**src/rtl/clk_div_pkg.sv**
```systemverilog
`default_nettype none
// ============================================================================
//  Module      : clk_div_pkg
//  Description : Shared constants and divisor helper for the clock divider.
//  Revision    : 1.0 - initial multi-channel release
// ============================================================================
package clk_div_pkg;

  localparam int unsigned CLK_HZ    = 50_000_000;
  localparam int unsigned DIV_1KHZ  = 24999;
  localparam int unsigned DIV_100HZ = 249999;
  localparam int unsigned DEF_CNT_W = 16;

  // Half-period-minus-one divisor that produces the requested output frequency.
  function automatic int unsigned div_for(input int unsigned hz);
    return CLK_HZ / (2 * hz) - 1;
  endfunction

endpackage
`default_nettype wire

```
**src/rtl/clk_div_chan.sv**
```systemverilog
`default_nettype none
// ============================================================================
//  Module      : clk_div_chan
//  Description : One divider channel: active/shadow divisor, pending flag,
//                down-counter, square-wave output and rising-edge tick.
//  Revision    : 1.0 - initial multi-channel release
// ============================================================================
module clk_div_chan
  import clk_div_pkg::*;
#(
  parameter int unsigned CNT_W       = DEF_CNT_W,
  parameter int unsigned DEFAULT_DIV = DIV_1KHZ
) (
  input  logic             clk,
  input  logic             reset,
  input  logic             i_en,
  input  logic             i_sync,
  input  logic             i_wr,
  input  logic [CNT_W-1:0] i_wr_data,
  output logic             o_clkout,
  output logic             o_tick,
  output logic             o_busy
);

  localparam logic [CNT_W-1:0] c_def_div = CNT_W'(DEFAULT_DIV);

  logic [CNT_W-1:0] r_div;
  logic [CNT_W-1:0] r_shd;
  logic [CNT_W-1:0] r_cnt;
  logic             r_pending;
  logic             r_clk;
  logic             r_tick;

  logic [CNT_W-1:0] w_commit_div;
  logic [CNT_W-1:0] w_sync_div;

  // Divisor to load at a reload; sync additionally honours a same-cycle write.
  always_comb begin
    w_commit_div = r_pending ? r_shd : r_div;
    w_sync_div   = i_wr ? i_wr_data : w_commit_div;
  end

  // Channel state: hold > sync > terminal count > decrement; writes only touch shadow.
  always_ff @(posedge clk or posedge reset) begin
    if (reset) begin
      r_div     <= c_def_div;
      r_shd     <= c_def_div;
      r_cnt     <= c_def_div;
      r_pending <= 1'b0;
      r_clk     <= 1'b0;
      r_tick    <= 1'b0;
    end else if (!i_en) begin
      r_cnt  <= r_div;
      r_clk  <= 1'b0;
      r_tick <= 1'b0;
      if (i_wr) begin
        r_shd     <= i_wr_data;
        r_pending <= 1'b1;
      end
    end else if (i_sync) begin
      r_div     <= w_sync_div;
      r_shd     <= w_sync_div;
      r_cnt     <= w_sync_div;
      r_pending <= 1'b0;
      r_clk     <= 1'b0;
      r_tick    <= 1'b0;
    end else if (r_cnt == '0) begin
      // Old shadow commits now; a write in this same cycle waits for the next reload.
      r_div  <= w_commit_div;
      r_cnt  <= w_commit_div;
      r_clk  <= ~r_clk;
      r_tick <= ~r_clk;
      if (i_wr) begin
        r_shd     <= i_wr_data;
        r_pending <= 1'b1;
      end else begin
        r_pending <= 1'b0;
      end
    end else begin
      r_cnt  <= r_cnt - CNT_W'(1);
      r_tick <= 1'b0;
      if (i_wr) begin
        r_shd     <= i_wr_data;
        r_pending <= 1'b1;
      end
    end
  end

  assign o_clkout = r_clk;
  assign o_tick   = r_tick;
  assign o_busy   = r_pending;

endmodule
`default_nettype wire

```
**src/rtl/clk_div_multi.sv**
```systemverilog
`default_nettype none
// ============================================================================
//  Module      : clk_div_multi
//  Description : NCH-channel programmable clock divider / tick generator with
//                glitch-free divisor updates, per-channel enables and sync.
//  Revision    : 1.0 - initial multi-channel release
// ============================================================================
module clk_div_multi
  import clk_div_pkg::*;
#(
  parameter int unsigned NCH         = 2,
  parameter int unsigned CNT_W       = DEF_CNT_W,
  parameter int unsigned DEFAULT_DIV = DIV_1KHZ,
  parameter bit          EN_RST      = 1'b1
) (
  input  logic             clk,
  input  logic             reset,
  input  logic [NCH-1:0]   en,
  input  logic             sync,
  input  logic             wr_en,
  input  logic [2:0]       wr_ch,
  input  logic [CNT_W-1:0] wr_data,
  output logic [NCH-1:0]   clkout,
  output logic [NCH-1:0]   tick,
  output logic [NCH-1:0]   busy
);

  logic           r_en_seen;
  logic [NCH-1:0] w_en_mask;
  logic [NCH-1:0] w_en;

  // Marks that en has been sampled at least once since reset release.
  always_ff @(posedge clk or posedge reset) begin
    if (reset) begin
      r_en_seen <= 1'b0;
    end else begin
      r_en_seen <= 1'b1;
    end
  end

  // Reset-time enable mask governs until en is first sampled.
  always_comb begin
    w_en_mask = r_en_seen ? {NCH{1'b1}} : {NCH{EN_RST}};
    w_en      = en & w_en_mask;
  end

  generate
    for (genvar i = 0; i < NCH; i++) begin : g_chan
      logic w_wr_hit;
      // Out-of-range channel indices never match, so such writes are dropped.
      assign w_wr_hit = wr_en && (wr_ch == 3'(i));

      clk_div_chan #(
        .CNT_W       (CNT_W),
        .DEFAULT_DIV (DEFAULT_DIV)
      ) u_chan (
        .clk       (clk),
        .reset     (reset),
        .i_en      (w_en[i]),
        .i_sync    (sync),
        .i_wr      (w_wr_hit),
        .i_wr_data (wr_data),
        .o_clkout  (clkout[i]),
        .o_tick    (tick[i]),
        .o_busy    (busy[i])
      );
    end
  endgenerate

endmodule
`default_nettype wire

```
**config.mk**
```make
export PLATFORM = sky130hd
export DESIGN_NAME = clk_div_multi
export DESIGN_NICKNAME = d
export VERILOG_FILES = /design/src/rtl/clk_div_pkg.sv /design/src/rtl/clk_div_chan.sv /design/src/rtl/clk_div_multi.sv
export SDC_FILE = /design/constraint.sdc
export NUM_CORES = 1
export LEC_CHECK = 0
export CAP_MARGIN = 10
export CORE_MARGIN = 3
export CORE_UTILIZATION = 30
export CTS_CLUSTER_SIZE = 16
export DETAILED_ROUTE_END_ITERATION = 10
export SLEW_MARGIN = 25
export SYNTH_ARGS = -nofsm -noshare
export SYNTH_HDL_FRONTEND = slang
export SYNTH_SLANG_ARGS = --single-unit
```
**constraint.sdc**
```tcl
create_clock -name clk -period 4.2 [get_ports clk]
set_input_delay 0.84 -clock clk [delete_from_list [all_inputs] [get_ports clk]]
set_output_delay 0.84 -clock clk [all_outputs]
set_load 0.05 [all_outputs]
```
== Yosys cells after proc, flatten, opt, wreduce, memory -nomap -nowiden ==
Index checks and enable logic that the tools add are counted.

* Reductions and logical operators: 9
* Muxes and demuxes: 42
* $add $sub $neg: 2
* Bitwise operators: 2
* Equal/unequal tests: 3

{| class="wikitable"
|+ Operators with widths
! kind !! number
|-
| $mux 16 || 20
|-
| $logic_not 16->1 || 2
|-
| $sub 16x1->16 const B || 2
|-
| $mux 1 || 22
|-
| $ne 3x1->1 const B || 2
|-
| $reduce_and 2->1 || 2
|-
| $reduce_bool 2->1 || 2
|-
| $eq 3x1->1 const B || 1
|-
| $logic_not 3->1 || 1
|-
| $logic_and 1x1->1 || 2
|-
| $not 1->1 || 2
|}

* Bits in registers: 102
* Input port bits: 25
* Word-level logic and storage cells: 70
* Output and inout port bits: 6

== Depth between registers and ports, before layout ==
Gate-level depths: netlist (run 1).

* Depth in word-level cells: 6
* Depth in mapped cells: 9
* Mapped depth without buffers: 7

== By module ==
Synthesis (run 1) repeated with hierarchy kept, for this count alone.

* Cell total of the unflattened synthesis: 672
* Area, all modules: 6,306.0 um^2

{| class="wikitable"
|+ Modules (own cells, without submodules)
! module !! sequential area each (um^2) !! cells each !! instances !! area an instance (um^2)
|-
| clk_div_chan (g_chan[0].u_chan) || 1,306.3 || 331 || 1 || 3,194.3
|-
| clk_div_chan (g_chan[1].u_chan) || 1,306.3 || 339 || 1 || 3,084.2
|-
| clk_div_multi || 0.0 || 2 || 1 || 27.5
|}

== Worst setup path before layout (run 1) ==
OpenSTA, ideal clock, no wires.

* Path type: input to register
* From: in wr_ch[1]
* To: reg g_chan[1].u_chan.r_cnt[9]
* Library setup time: 0.126 ns
* Required time: 4.074 ns
* Stages: 5
* Setup slack: 1.809 ns
* Arrival: 2.265 ns
* Path buffers: 2
* Cells stage by stage: nor4bb_1 clkbuf_1 clkbuf_1 o21ai_0 a221o_1

* Cells in the longest elaborated chain, start to end: 5

{| class="wikitable"
|+ RTL lines
! element !! line !! source
|-
| start: declaration || clk_div_multi.sv:21 || <nowiki>input logic [2:0] wr_ch,</nowiki>
|-
| $eq 3x1->1 || clk_div_multi.sv:51 || <nowiki>assign w_wr_hit = wr_en && (wr_ch == 3'(i));</nowiki>
|-
| $logic_and 1x1->1 || clk_div_multi.sv:51 ||
|-
| $mux 16 || clk_div_chan.sv:40 || <nowiki>w_sync_div = i_wr ? i_wr_data : w_commit_div;</nowiki>
|-
| $mux 16 || clk_div_chan.sv:60 || <nowiki>end else if (i_sync) begin</nowiki>
|-
| $mux 16 || clk_div_chan.sv:52 || <nowiki>end else if (!i_en) begin</nowiki>
|-
| end signal: assignment || clk_div_chan.sv:48 || <nowiki>r_cnt <= c_def_div;</nowiki>
|-
| end signal: assignment || clk_div_chan.sv:53 || <nowiki>r_cnt <= r_div;</nowiki>
|-
| end signal: assignment || clk_div_chan.sv:63 || <nowiki>r_cnt <= w_sync_div;</nowiki>
|-
| end: declaration || clk_div_chan.sv:29 || <nowiki>logic [CNT_W-1:0] r_cnt;</nowiki>
|}

No other way between the ends.
A chain may end at the register's enable or synchronous reset.

== Final worst setup path (run 1) ==
* From: reg g_chan[0].u_chan.r_pending
* To: out busy[0]

{| class="wikitable"
|+ RTL lines
! element !! line !! source
|-
| start: declaration || clk_div_chan.sv:30 || <nowiki>logic r_pending;</nowiki>
|-
| start signal: assignment || clk_div_chan.sv:49 || <nowiki>r_pending <= 1'b0;</nowiki>
|-
| start signal: assignment || clk_div_chan.sv:58 || <nowiki>r_pending <= 1'b1;</nowiki>
|-
| start signal: assignment || clk_div_chan.sv:64 || <nowiki>r_pending <= 1'b0;</nowiki>
|-
| end: declaration || clk_div_multi.sv:25 || <nowiki>output logic [NCH-1:0] busy</nowiki>
|}

No word-level cell between the ends.

==> results of run 1 <==
[cell type report]
type / count / area (um^2)
sequential: 102 / 2610
clock inverter: 3 / 21.3
timing repair buffer: 48 / 435
multi-input combinational: 545 / 3290
clock buffer: 13 / 250
tap: 265 / 332
fill: 2026 / 12800
inverter: 13 / 51.3
[report_power, final]
| group | internal (mW) | switching (mW) | total, mW | leakage (nW) |
|---|---|---|---|---|
| clock | 0.420 | 0.371 | 0.791 | 0.130 |
| combinational | 0.743 | 0.897 | 1.64 | 1.39 |
| sequential | 1.50 | 0.358 | 1.86 | 1.19 |
| total | 2.66 | 1.63 | 4.29 | 2.71 |
[layer usage]
layer  track usage  part of all wire
met1         0.214              0.49
met2         0.228              0.44
met3        0.0194             0.044
met4        0.0645             0.027
met5             0                 0
[critical path, cell delays in order, from the launching register on]
cell	delay [ns]
dfrtp_1	0.34
buf_4	0.33
clkdlybuf4s50_1	0.87
[per-stage QoR]
| step | instance area (um^2) | instances | hold slack (ns) | power, mW | utilization |
|---|---|---|---|---|---|
| global placement | 6730 | 973 | 0.478 | 3.47 | 0.339 |
| CTS | 7000 | 989 | 0.493 | 4.31 | 0.353 |
| floorplan | 6180 | 714 | 0.454 | 3.09 | - |
| global route | 7000 | 989 | 0.509 | 4.65 | 0.353 |
| detailed placement | 6730 | 973 | 0.483 | 3.50 | 0.339 |
| finish | 7000 | 989 | 0.488 | 4.29 | 0.353 |
[cells by family after synthesis]
logic type      count (synthesis)  share of synthesized area
compound gates                237                      0.227
xor+xnor                       16                     0.0227
fa+ha+maj                       4                    0.00810
buf+inv                        67                     0.0478
flops                         102                      0.423
mux                            59                     0.0990
simple gates                  229                      0.172
[registers in the layout (all words and copies together) (netlist names)]
register	flops
g_chan.u_chan.r_shd	32
g_chan.u_chan.r_div	32
g_chan.u_chan.o_clkout	2
g_chan.u_chan.o_busy	2
g_chan.u_chan.r_cnt	32
g_chan.u_chan.o_tick	2
[cell usage after synthesis, types with 12 or more instances]
library cell | instances | share of area
a21oi_1 | 64 | 0.052
a221o_1 | 15 | 0.024
a22oi_1 | 13 | 0.016
clkbuf_1 | 36 | 0.022
dfrtp_1 | 54 | 0.22
dfstp_2 | 48 | 0.20
inv_1 | 12 | 0.0073
mux2_2 | 17 | 0.031
mux2i_1 | 42 | 0.068
nand2_1 | 84 | 0.051
nor2_1 | 73 | 0.044
nor3_1 | 13 | 0.011
o21ai_0 | 104 | 0.084
[path summary, 6_finish.rpt]
kind                                                       start                                   to  slack, ns  cells past startpoint
hold reg to reg            g_chan[0].u_chan.o_clkout$_DFFE_PP0P_    g_chan[0].u_chan.o_tick$_DFF_PP0_       0.49                      1
setup / recovery               g_chan[0].u_chan.o_busy$_DFF_PP0_                              busy[0]       1.45                      2
min in group asynchronous                                  reset  g_chan[1].u_chan.r_shd[3]$_DFF_PP0_       0.98                      2
max in group asynchronous                                  reset  g_chan[1].u_chan.r_cnt[0]$_DFF_PP1_       2.34                      3
hold / removal             g_chan[0].u_chan.o_clkout$_DFFE_PP0P_    g_chan[0].u_chan.o_tick$_DFF_PP0_       0.49                      1
setup reg to reg             g_chan[1].u_chan.r_cnt[0]$_DFF_PP1_    g_chan[1].u_chan.o_busy$_DFF_PP0_       1.56                      8
==> impl_metrics.ini, run 1 <==
[status]
outcome = finished clean

[global_routing]
first_global_vias = 5110
grt_overflow_total = 0
antenna_found_initial = 0
grt_start_max_net_pins = 57
global_routing_usage_summed_across_all_routing_layers = 0.150
grt_pass1_wl_mm = 26.9

[die]
fp-row-count = 51
die_area_um2 = 22300
chipHeight_um = 149
die_width_um = 149
initial_utilization = 0.311
floorplan.io_pins = 31
core-area_um2 = 19800

[timing]
layout_min_cycle_time_ns = 2.75
worst-slew-pin-transition_ns = 0.699
min_period_over_period = 0.655
tns_ns = 0
rsz0062_at_grt = false
worst_setup_slack_final_ns = 1.45
skew_ns = 0.00770
max_slew_margin = 0.534
final_hold_viol_count = 0
maxClockFrequency_ghz = 0.363
final-setup-viol-count = 0
final_max_slew_viol_count = 0

[finish]
area_growth_from_synthesis_to_final_layout_pct = 13.3
diodes = 0
fraction_of_layout_instances_using_a_drive_strength_above_1 = 0.159
most-common-layout-cells = o21ai_0 (104), nand2_1 (84), nor2_1 (73)
final_nets = 748
most_common_library_cell_in_the_layout_ignoring_fill_and_taps = o21ai_0

[synth]
synth_fp_nets = 743
synth_enable_flop_cells = 0
synth-main-ff-cell = dfrtp_1
mappedNetlistArea_um2 = 6180
synth_sequential_area_ratio = 0.423
synthDistinctLibCells = 59
synth-warning-count = 0
synthesis.instances = 714
synth-seq-cells = 102
synth_async_sr_flop_share = 1.00
syn_area_per_cell_um2 = 8.65

[clock_tree]
cts_inserted_buffers = 9
clock_path_buffers = 2
ctsHtreeMaxLevel = 3
path_clk_slew_ns = 0.07
cts_resized = 0
cts_hold_repair.buffers = 0
post_cts.repair.setup_buffers = 0
cts.sink_count = 102
clock_tree_from_tritoncts = done
ctsRootBufferMaster = clkbuf_16
clk-insertion-delay-late_ns = 0.35

[power_and_ir_drop]
static-leakage-power_nw = 2.71
power.density_nw_per_um2 = 613
vdd_ir_drop_max_uv = 222

[placement]
finalWeightedCongestion = 0.869
detailedPlacementHpwl_mm = 11.0
post-place-ws_ns = 1.17
count_of_port_buffers_added_during_placement = 30

[critical_path]
timing.setup.critical_path_class = register to primary output
cp-start-kind = register
required_ns = 3.36
arrival_ns = 1.91
critical_path.max_fanout = 20
timing.critical_path.to_type = primary output

[flow_run]
max-cap-violations = 0

[routing]
wl_per_cell_um = 16.3
post_route_wl_mm = 16.1
first_iter_violations = 415
avgViaCountPerCell = 5.28
num_vias = 5220
total_iterations_of_the_first_detailed_routing_run = 5
final_antenna_net_count = 0
drc_errors = 0

[hold_path]
type_of_the_most_critical_hold_path = register to register
No activity file was read; power rests on OpenSTA's default activity.
==> inputs of run 2 (changes only) <==
- clock period: 4.2 -> 2.7 ns (I/O delays scaled with it)
==> run 2 against run 1 <==
Net effect: count of clock-buffer cells in the layout grew 2; first-iteration DRC count up 7.5%; routed wire length is 0.56% lower; largest power group unchanged; total power up 56%; global-route usage barely moved; critical endpoint is now g_chan[1].u_chan.r_cnt[1]$_DFF_PP1_; core utilization up 0.79 points; flip-flop and latch count unchanged; sequential power rose by 55%; highest routed layer unchanged.
==> impl_metrics.ini, run 2 (synthesis gave the netlist of run 1 again) <==
[die]
die_area_um2 = 22300
die_width_um = 149
floorplan.io_pins = 31
chipHeight_um = 149
core-area_um2 = 19800
fp-row-count = 51
initial_utilization = 0.311

[routing]
num_vias = 5228
post_route_wl_mm = 16.0
avgViaCountPerCell = 5.20
drc_errors = 0
total_iterations_of_the_first_detailed_routing_run = 5
wl_per_cell_um = 15.9
final_antenna_net_count = 0
first_iter_violations = 446

[timing]
max_slew_margin = 0.502
maxClockFrequency_ghz = 0.417
final_hold_viol_count = 0
worst-slew-pin-transition_ns = 0.739
tns_ns = 0
rsz0062_at_grt = false
skew_ns = 0.00476
final_max_slew_viol_count = 0
min_period_over_period = 0.888
layout_min_cycle_time_ns = 2.40
final-setup-viol-count = 0

[finish]
most-common-layout-cells = o21ai_0 (104), nand2_1 (84), nor2_1 (73)
area_growth_from_synthesis_to_final_layout_pct = 15.8
finish.cell_count_without_fillers = 1005
most_common_library_cell_in_the_layout_ignoring_fill_and_taps = o21ai_0
diodes = 0
final_nets = 764
largestRegisters = g_chan.u_chan.r_cnt: 32 flops, g_chan.u_chan.r_div: 32 flops, g_chan.u_chan.r_shd: 32 flops
fraction_of_layout_instances_using_a_drive_strength_above_1 = 0.177

[clock_tree]
path_clk_slew_ns = 0.07
cts_inserted_buffers = 9
clock_tree_from_tritoncts = done
clk-insertion-delay-late_ns = 0.34
clock_path_buffers = 2
ctsHtreeMaxLevel = 3
cts_hold_repair.buffers = 0
cts.sink_count = 102
cts_resized = 0
post_cts.repair.setup_buffers = 0
ctsRootBufferMaster = clkbuf_16

[global_routing]
grt_overflow_total = 0
grt_start_max_net_pins = 76
grt_pass1_wl_mm = 27.1
first_global_vias = 5096
antenna_found_initial = 0
global_routing_usage_summed_across_all_routing_layers = 0.150

[critical_path]
timing.critical_path.to_type = register
cp-start-kind = register
arrival_ns = 2.67
worst_setup_path_start = g_chan[1].u_chan.r_cnt[0]$_DFF_PP1_
timing.setup.critical_path_class = register to register
r2r_start = g_chan[1].u_chan.r_cnt[0]$_DFF_PP1_
critical_path.max_fanout = 12
required_ns = 2.97

[status]
outcome = finished clean

[power_and_ir_drop]
power.density_nw_per_um2 = 934
static-leakage-power_nw = 2.80
vdd_ir_drop_max_uv = 270

[flow_run]
max-cap-violations = 0

[placement]
finalWeightedCongestion = 0.823
count_of_port_buffers_added_during_placement = 30
numPlacedInstances = 989
detailedPlacementHpwl_mm = 11.0

[hold_path]
hold_path.startpoint = g_chan[1].u_chan.r_div[5]$_DFFE_PP1P_
type_of_the_most_critical_hold_path = register to register
run 2: changes by cell type in the layout (fill, tap and decap cells not counted):
cell             change
clkbuf_1             +2
buf_12               +4
clkdlybuf4s50_1      -2
buf_4               +14
clkinv_4             -1
inv_4                -1
run 2: layer usage:
metal / share of wire / GRT usage
met4: 0.010 / 0.0421
met1: 0.51 / 0.218
met3: 0.034 / 0.0227
met5: 0 / 0
met2: 0.45 / 0.234
run 2: where the power goes:
group	switching, mW	leakage [nW]	total [mW]	internal (mW)
sequential	0.548	1.19	2.88	2.34
combinational	1.41	1.48	2.62	1.21
clock	0.534	0.128	1.19	0.652
run 2: cell type report:
| class | instances | area [um^2] |
|---|---|---|
| clock buffer | 15 | 258 |
| clock inverter | 1 | 5.00 |
| fill | 1986 | 12700 |
| inverter | 13 | 52.6 |
| multi-input combinational | 545 | 3290 |
| sequential | 102 | 2610 |
| tap | 265 | 332 |
| timing repair buffer | 64 | 601 |
run 2: worst max-delay path, stage by stage, from the launching register on:
cell and delay [ns]:
dfstp_2 0.38, inv_1 0.09, ha_1 0.18, or3b_2 0.53
nor4_4 0.43, buf_4 0.28, mux2i_1 0.10, a221o_1 0.33
run 2: final timing paths:
check / end / slack, ns / depth (start not counted)
worst max register to register: g_chan[1].u_chan.r_cnt[1]$_DFF_PP1_ / 0.30 / 7
min in group asynchronous: g_chan[1].u_chan.r_div[3]$_DFFE_PP0P_ / 0.64 / 3
max in group asynchronous: g_chan[0].u_chan.r_div[14]$_DFFE_PP1P_ / 1.65 / 3
worst max-delay path: g_chan[1].u_chan.r_cnt[1]$_DFF_PP1_ / 0.30 / 7
worst min-delay path: g_chan[1].u_chan.r_div[5]$_DFFE_PP1P_ / 0.49 / 2
worst min register to register: g_chan[1].u_chan.r_div[5]$_DFFE_PP1P_ / 0.49 / 2
run 2: metrics by stage:
| stage | hold WS (ns) | total power [mW] | utilization | cell area, um^2 | worst slack [ns] |
|---|---|---|---|---|---|
| CTS | 0.488 | 6.73 | 0.361 | 7150 | 0.292 |
| detailed placement | 0.478 | 5.50 | 0.347 | 6890 | 0.239 |
| finish | 0.487 | 6.68 | 0.361 | 7150 | 0.303 |
| global route | 0.522 | 7.28 | 0.361 | 7150 | 0.125 |
| global placement | 0.477 | 5.47 | 0.347 | 6890 | 0.253 |
| floorplan | 0.454 | 4.81 | - | 6180 | 0.515 |
